File: src/rtl/fifo1_rd_pkg.sv
// Shared types and default sizes for the async-FIFO read-side drainer.
package fifo1_rd_pkg;

  typedef enum logic [1:0] {
    IDLE  = 2'd0,
    XFER  = 2'd1,
    FLUSH = 2'd2,
    FIN   = 2'd3
  } rd_state_e;

  localparam int FIFO1_RD_DSIZE   = 8;
  localparam int FIFO1_RD_LW      = 8;
  localparam int FIFO1_RD_TIMEOUT = 255;

endpackage

File: src/rtl/fifo1_rd_skid.sv
// Two-entry ring buffer between the FIFO pop and the output stream.
// The head entry is presented on dout; push and pop may happen together.
module fifo1_rd_skid
  import fifo1_rd_pkg::*;
#(
  parameter int DSIZE = FIFO1_RD_DSIZE
) (
  input  logic             rclk,
  input  logic             rrst_n,
  input  logic             push,
  input  logic [DSIZE-1:0] din,
  input  logic             pop,
  output logic [DSIZE-1:0] dout,
  output logic [1:0]       buf_cnt
);

  logic [1:0][DSIZE-1:0] mem;
  logic                  wp, rp;

  assign dout = mem[rp];

  // Storage, pointers and occupancy; the caller never pushes when full
  // and never pops when empty.
  always_ff @(posedge rclk or negedge rrst_n) begin
    if (!rrst_n) begin
      mem     <= '0;
      wp      <= 1'b0;
      rp      <= 1'b0;
      buf_cnt <= 2'd0;
    end else begin
      if (push) begin
        mem[wp] <= din;
        wp      <= ~wp;
      end
      if (pop) rp <= ~rp;
      case ({push, pop})
        2'b10:   buf_cnt <= buf_cnt + 2'd1;
        2'b01:   buf_cnt <= buf_cnt - 2'd1;
        default: buf_cnt <= buf_cnt;
      endcase
    end
  end

endmodule

File: src/rtl/fifo1_rd_drainer.sv
// Read-side drainer: on start, pops exactly len words from a FWFT async
// FIFO read port and forwards them on a valid/ready stream through a
// 2-entry buffer, then pulses done. rinc depends only on registered state
// and rempty, never on m_ready.
// Optional stall abort: define FIFO1_RD_TIMEOUT_EN to build the stall
// counter and the sticky timeout_err flag.
module fifo1_rd_drainer
  import fifo1_rd_pkg::*;
#(
  parameter int DSIZE   = FIFO1_RD_DSIZE,
  parameter int LW      = FIFO1_RD_LW,
  parameter int TIMEOUT = FIFO1_RD_TIMEOUT
) (
  input  logic             rclk,
  input  logic             rrst_n,
  input  logic             start,
  input  logic [LW-1:0]    len,
  input  logic [DSIZE-1:0] rdata,
  input  logic             rempty,
  output logic             rinc,
  output logic [DSIZE-1:0] m_data,
  output logic             m_valid,
  input  logic             m_ready,
  output logic             busy,
  output logic             done,
  output logic             timeout_err
);

  rd_state_e     state, state_nxt;
  logic [LW-1:0] remaining;
  logic [1:0]    buf_cnt;
  logic          start_acc, pop, stall_hit;

  assign start_acc = (state == IDLE) && start;
  assign pop       = m_valid && m_ready;
  assign rinc      = (state == XFER) && !rempty && (remaining != '0) && (buf_cnt != 2'd2);
  assign m_valid   = (buf_cnt != 2'd0);
  assign busy      = (state != IDLE);
  assign done      = (state == FIN);

  fifo1_rd_skid #(.DSIZE(DSIZE)) u_skid (
    .rclk    (rclk),
    .rrst_n  (rrst_n),
    .push    (rinc),
    .din     (rdata),
    .pop     (pop),
    .dout    (m_data),
    .buf_cnt (buf_cnt)
  );

  // State register.
  always_ff @(posedge rclk or negedge rrst_n) begin
    if (!rrst_n) state <= IDLE;
    else         state <= state_nxt;
  end

  // Next state; FLUSH looks ahead at the final handshake so done lands
  // in the cycle right after it.
  always_comb begin
    state_nxt = state;
    case (state)
      IDLE:  if (start) state_nxt = (len == '0) ? FIN : XFER;
      XFER:  if (stall_hit || (rinc && (remaining == LW'(1)))) state_nxt = FLUSH;
      FLUSH: if ((buf_cnt == 2'd0) || ((buf_cnt == 2'd1) && pop)) state_nxt = FIN;
      FIN:   state_nxt = IDLE;
      default: state_nxt = IDLE;
    endcase
  end

  // Words still to pop; zeroed by a stall abort.
  always_ff @(posedge rclk or negedge rrst_n) begin
    if (!rrst_n)        remaining <= '0;
    else if (start_acc) remaining <= len;
    else if (stall_hit) remaining <= '0;
    else if (rinc)      remaining <= remaining - LW'(1);
  end

`ifdef FIFO1_RD_TIMEOUT_EN
  // Counter runs 0..TIMEOUT-1; the abort fires on the TIMEOUT-th stall cycle.
  localparam int SW = (TIMEOUT < 2) ? 1 : $clog2(TIMEOUT);

  logic [SW-1:0] stall_cnt;
  logic          stalling, err_q;

  assign stalling    = (state == XFER) && (remaining != '0) && rempty;
  assign stall_hit   = stalling && (stall_cnt == SW'(TIMEOUT - 1));
  assign timeout_err = err_q;

  // Stall counter and sticky error, both cleared by an accepted start.
  always_ff @(posedge rclk or negedge rrst_n) begin
    if (!rrst_n) begin
      stall_cnt <= '0;
      err_q     <= 1'b0;
    end else if (start_acc) begin
      stall_cnt <= '0;
      err_q     <= 1'b0;
    end else if (rinc) begin
      stall_cnt <= '0;
    end else if (stall_hit) begin
      stall_cnt <= '0;
      err_q     <= 1'b1;
    end else if (stalling) begin
      stall_cnt <= stall_cnt + SW'(1);
    end
  end
`else
  logic unused_timeout;
  assign unused_timeout = (TIMEOUT == 0);
  assign stall_hit      = 1'b0;
  assign timeout_err    = 1'b0;
`endif

endmodule

File: config.mk
export PLATFORM = sky130hd
export DESIGN_NAME = fifo1_rd_drainer
export DESIGN_NICKNAME = d
export VERILOG_FILES = /design/src/rtl/fifo1_rd_pkg.sv /design/src/rtl/fifo1_rd_skid.sv /design/src/rtl/fifo1_rd_drainer.sv
export SDC_FILE = /design/constraint.sdc
export NUM_CORES = 1
export LEC_CHECK = 0
export ABC_AREA = 1
export CORE_MARGIN = 2
export CORE_UTILIZATION = 47
export CTS_CLUSTER_SIZE = 20
export DETAILED_ROUTE_END_ITERATION = 8
export PLACE_DENSITY = 0.78
export SYNTH_ARGS = -nofsm -noshare
export SYNTH_HDL_FRONTEND = slang
export SYNTH_HIERARCHICAL = 1
export SYNTH_SLANG_ARGS = --single-unit
File: constraint.sdc
create_clock -name rclk -period 1.9 [get_ports rclk]
set_input_delay 0.38 -clock rclk [delete_from_list [all_inputs] [get_ports rclk]]
set_output_delay 0.38 -clock rclk [all_outputs]
set_load 0.02 [all_outputs]
* Word-level counts from Yosys, hierarchy flattened
Index checks and enable logic that the tools add are counted.
** Storage, ports and cells
- Register bits :: 30
- Logic and storage cells :: 58
- Output and inout bits :: 13
** Operators by class
- Add/sub/neg operators :: 3
- Multiplexer cells :: 13
- Reduce and logical (&&, ||, !) cells :: 19
- Equality and inequality tests :: 11
- $lt $le $gt $ge :: 3
- Bitwise gates (word level) :: 2
** Operators with widths (number)
- $mux W8 :: 5
- $bwmux W16 :: 1
- $demux W8 S1 :: 1
- $eq A8 B1 Y1 const B :: 1
- $logic_and A1 B1 Y1 :: 8
- $logic_not A8 Y1 :: 1
- $mux W2 :: 4
- $pmux W2 S4 :: 1
- $reduce_bool A2 Y1 :: 4
- $reduce_bool A8 Y1 :: 1
- $sub A8 B1 Y8 const B :: 1
- $eq A2 B1 Y1 const B :: 3
- $eq A2 B2 Y1 const B :: 3
- $ne A2 B2 Y1 const B :: 3
- $logic_not A2 Y1 :: 2
- $lt A1 B2 Y1 const B :: 2
- $pmux W2 S2 :: 1
- $reduce_and A3 Y1 :: 1
- $add A2 B1 Y2 const B :: 1
- $ne A2 B1 Y1 const B :: 1
- $not A1 Y1 :: 2
- $sub A2 B1 Y2 const B :: 1
- $ge A1 B1 Y1 const B :: 1
- $logic_not A1 Y1 :: 1
- $logic_or A1 B1 Y1 :: 1

* Depth between registers and ports, before layout
- Depth after elaboration :: 7
- Mapped depth :: 13
- Gate-level depth less buffers :: 13

* Modules after synthesis
The synthesis kept the hierarchy.
** By module, submodules not included
- fifo1_rd_skid :: times used 1, cells an instance 107, sequential area each 500.5 sq um, area an instance 939.7 sq um
- fifo1_rd_drainer :: times used 1, cells an instance 126, sequential area each 250.2 sq um, area an instance 892.1 sq um

* Least setup slack after synthesis
OpenSTA, ideal clock, no wires.
- Path type :: reg2reg
- Start :: register state[1]
- End :: register u_skid/mem[5] (netlist bit)
- Data required time :: 1.783 ns
- Stages on the path, launching flop included :: 13
- Setup slack :: -0.064 ns
- Arrival :: 1.847 ns
- Cell sequence :: dfrtp_1 inv_1 ha_1 inv_1 nor2_1 nand2_1 nor2_1 inv_2 or2_1 buf_6 buf_12 nand2_2 o21ai_2
** On the way
- Cells in the longest elaborated chain, start to end :: 4
** Ends and longest elaborated chain
- start, declared :: line fifo1_rd_drainer.sv:29 : rd_state_e state, state_nxt;
- start signal, assigned :: line fifo1_rd_drainer.sv:54 : else state <= state_nxt;
- $eq A2 B1 Y1 :: line fifo1_rd_drainer.sv:36 : assign rinc = (state == XFER) && !rempty && (remaining != '0) && (buf_cnt != 2'd2);
- $logic_and A1 B1 Y1 (3 in series) :: line fifo1_rd_drainer.sv:36
- named net rinc :: line fifo1_rd_drainer.sv:20 : output logic rinc,
- end signal, assigned by index :: line fifo1_rd_skid.sv:32 : mem[wp] <= din;
- end, declared :: line fifo1_rd_skid.sv:17 : logic [1:0][DSIZE-1:0] mem;
The timed path passes the listed nets, and every way through them passes these cells.
A chain may end at the register's enable or synchronous reset.

* Worst setup path after layout
- Start :: register state[0]
- End :: output port busy
** On the way
- Cells in the longest elaborated chain, start to end :: 1
** Ends and longest elaborated chain
- $reduce_bool A2 Y1 :: line fifo1_rd_drainer.sv:38 : assign busy = (state != IDLE);
- end, declared :: line fifo1_rd_drainer.sv:24 : output logic busy,
No other way between the ends.

==> impl_metrics.ini <==
[worst_setup_path]
cp_cell_sequence = buf_4 -> inv_1 -> ha_1 -> inv_1 -> dlygate4sd2_1
arrival_ns = 1.44
cp.required_ns = 1.52
critPathSlowestCell = dfrtp_1
cp_slowest_stage_delay_ns = 0.38
critPathMostFrequentCell = inv_1
endpoint_kind = primary output
cp_max_fo = 3
cp_top_family = buffers and inverters
crit_path_start_kind = register
criticalPathCategory = reg2out
worst-path-buf-inv = 4

[drt]
via_count = 1512
wirelength_um = 3430
ant_nets = 0
drt_iter0_drc = 52
first_pass_iters = 4
wl_per_cell_um = 10.4
drc = 0
via_per_inst = 4.60

[job]
drv_cap = 0

[timing]
rsz0062_at_grt = true
slew_violations = 0
fin_hold_ws_ns = 0.476
final-setup-viol-count = 0
fin_skew_ns = 0.00494
post-route-min-period_ns = 1.82
fmax_mhz = 551
finalHoldViolCount = 0
period_share_pct = 95.6

[clock_tree]
clkTransAtPathRegs_ns = 0.06
cts-root-buf = clkbuf_8
cts_sinks = 30
max-clock-path-buffers = 2
cts_tree = done
ctsHoldBuffers = 0
clk_latency_ns = 0.28
post_cts_buffers = 0
cts-htree-levels = 2
cts_buffers = 5

[synth]
synth_top_family_by_area = simple AND/OR/NAND/NOR gates
synth_area_leader_cell = dfrtp_1
synth_flop_cell = dfrtp_1
yosys.area_share.simple_pct = 27.5
synth_xor_xnor_area_share_pct = 3.35
netlist.area_leader.share_pct = 41.0
synth-compound-area-share_pct = 10.4
syn_inst = 233
synthAdderAreaFrac_pct = 6.15
synth_seq_cells = 30
seq_area_frac_synth_pct = 41.0
synth_most_common_cell = nand2_1
synthArstFlopShare_pct = 100
yosysUniqueCellTypes = 29
avgSynthCellArea_um2 = 7.86
yosys-mux-area-fraction_pct = 0
netlist_area_mm2 = 0.00183
synth.area.top_cells = dfrtp_1, nand2_1, inv_1
syn_nets = 263
ys_warn_count = 6
synthTopCellsByCount = nand2_1, inv_1, dfrtp_1, o21ai_0, nor2_1
synth_edf_count = 0

[grt]
first_global_vias = 1420
grt_use_total_pct = 18.7
grt_max_degree = 31
grt_overflow_total = 0
antenna_found_initial = 0
grt_pass1_wl_um = 6140

[cells_and_area]
drive_above_1_share_pct = 19.9
n_fill_cell = 324
fin_nets = 310
antenna_cells = 0
syn_to_final_growth_pct = 29.0
regArea_um2 = 752
multi_input_area_um2 = 891

[outcome]
status = complete, no violations

[floorplanning]
num_rows = 22
core_mm2 = 0.00372
boundaryPins = 34
dieArea_mm2 = 0.00441
die_h_um = 66.4
start_util_pct = 49.3
die_x_um = 66.4

[power_and_ir_drop]
total_power_mw = 3.73
ir_drop_v = 0.000671
powerDensity_mw_per_mm2 = 1580
p_leak_nw = 1.25

[placed_design]
gp_congestion = 0.831
io_buffers = 32
place_hpwl_um = 2610

[worst_hold_path]
hold_class = in2async
## worst paths after layout
path                                     from            end  slack, ns  cells after the start
worst max-delay path                 state[0]           busy       0.08                      5
worst min-delay path                   rrst_n       state[1]       0.48                      2
worst max register to register       state[1]  u_skid/mem[7]       0.14                     12
worst min register to register  u_skid/mem[1]  u_skid/mem[1]       0.48                      2
max in group asynchronous              rrst_n      u_skid/rp       1.12                      2
min in group rclk               u_skid/mem[1]  u_skid/mem[1]       0.48                      2
## worst register-to-register path: cells and delay by family, from the launching register on
kind                       cells  cell delay (ns)
AOI/OAI and AO/OA              1             0.05
buffers and inverters          5             0.48
adders and majority gates      1             0.18
DFF                            1             0.39
and+or+nand+nor                5             0.55
## final cells by class
cell class | instances | share of cell area, %
clock inverters | 1 | 0.212
flip-flops and latches | 30 | 31.8
repair buffers | 46 | 17.4
clock buffers | 7 | 3.65
multi-input cells | 156 | 37.7
inverters | 41 | 6.72
well taps | 48 | 2.54
## report_power, final
part | switching (mW) | internal, mW
clock | 0.233 | 0.291
sequential | 0.242 | 0.943
combinational | 1.15 | 0.872
## registers in the layout (all words and copies together), names as in the netlist
| name | cells |
|---|---|
| u_skid/mem | 16 |
| remaining | 8 |
| state | 2 |
| u_skid/buf_cnt | 2 |
| u_skid/rp | 1 |
| u_skid/wp | 1 |
## logic make-up (layout without fill, tap and decap cells)
| family | Yosys count | in the layout |
|---|---|---|
| DFF | 30 | 30 |
| other | 1 | 1 |
| adders and majority gates | 9 | 9 |
| buffers and inverters | 47 | 95 |
| AOI/OAI and AO/OA | 31 | 31 |
| and+or+nand+nor | 108 | 108 |
| xor gates and xnor gates | 7 | 7 |
## layer usage
| layer | global-route usage (%) | vias to the layer above | wire length [um] |
|---|---|---|---|
| met1 | 23.8 | 668 | 1620 |
| met2 | 29.5 | 31 | 1590 |
| li1 | - | 806 | - |
| met3 | 5.11 | 7 | 141 |
| met4 | 8.42 | 0 | 85 |
| met5 | 0 | - | 0 |
## through the flow
stage	util, %	setup slack (ns)	setup TNS [ns]	std cells	area, um^2
6_report	63.6	0.0835	0	329	2360
5_1_grt	63.6	-0.0125	-0.0503	329	2360
4_1_cts	63.1	0.0264	0	329	2340
3_5_place_dp	61.0	-0.154	-0.189	321	2270
3_3_place_gp	61.0	-0.159	-0.159	321	2270
2_1_floorplan	-	0.0546	0	233	1830
## placed cells by master, fill, tap and decap left out, drive strengths merged, types with 2 or more instances in the layout
cell type / synthesis / routed
inv: 41 / 41
nand3: 14 / 14
ha: 9 / 9
nor2: 15 / 15
o21ai: 29 / 29
nand2: 73 / 73
dlygate4sd2: 0 / 10
nand4: 3 / 3
dfrtp: 30 / 30
or2: 2 / 2
clkdlybuf4s50: 0 / 20
clkbuf: 2 / 7
xor2: 4 / 4
buf: 4 / 15
xnor2: 3 / 3
## what timing repair did
item	in CTS	in global routing
endpoints found under the setup margin	11	19
resized for setup	15	5
endpoints found under the hold margin	0	0
pin swaps	0	1
gates cloned	0	0
Note: power is estimated with default switching activity, not from simulation.
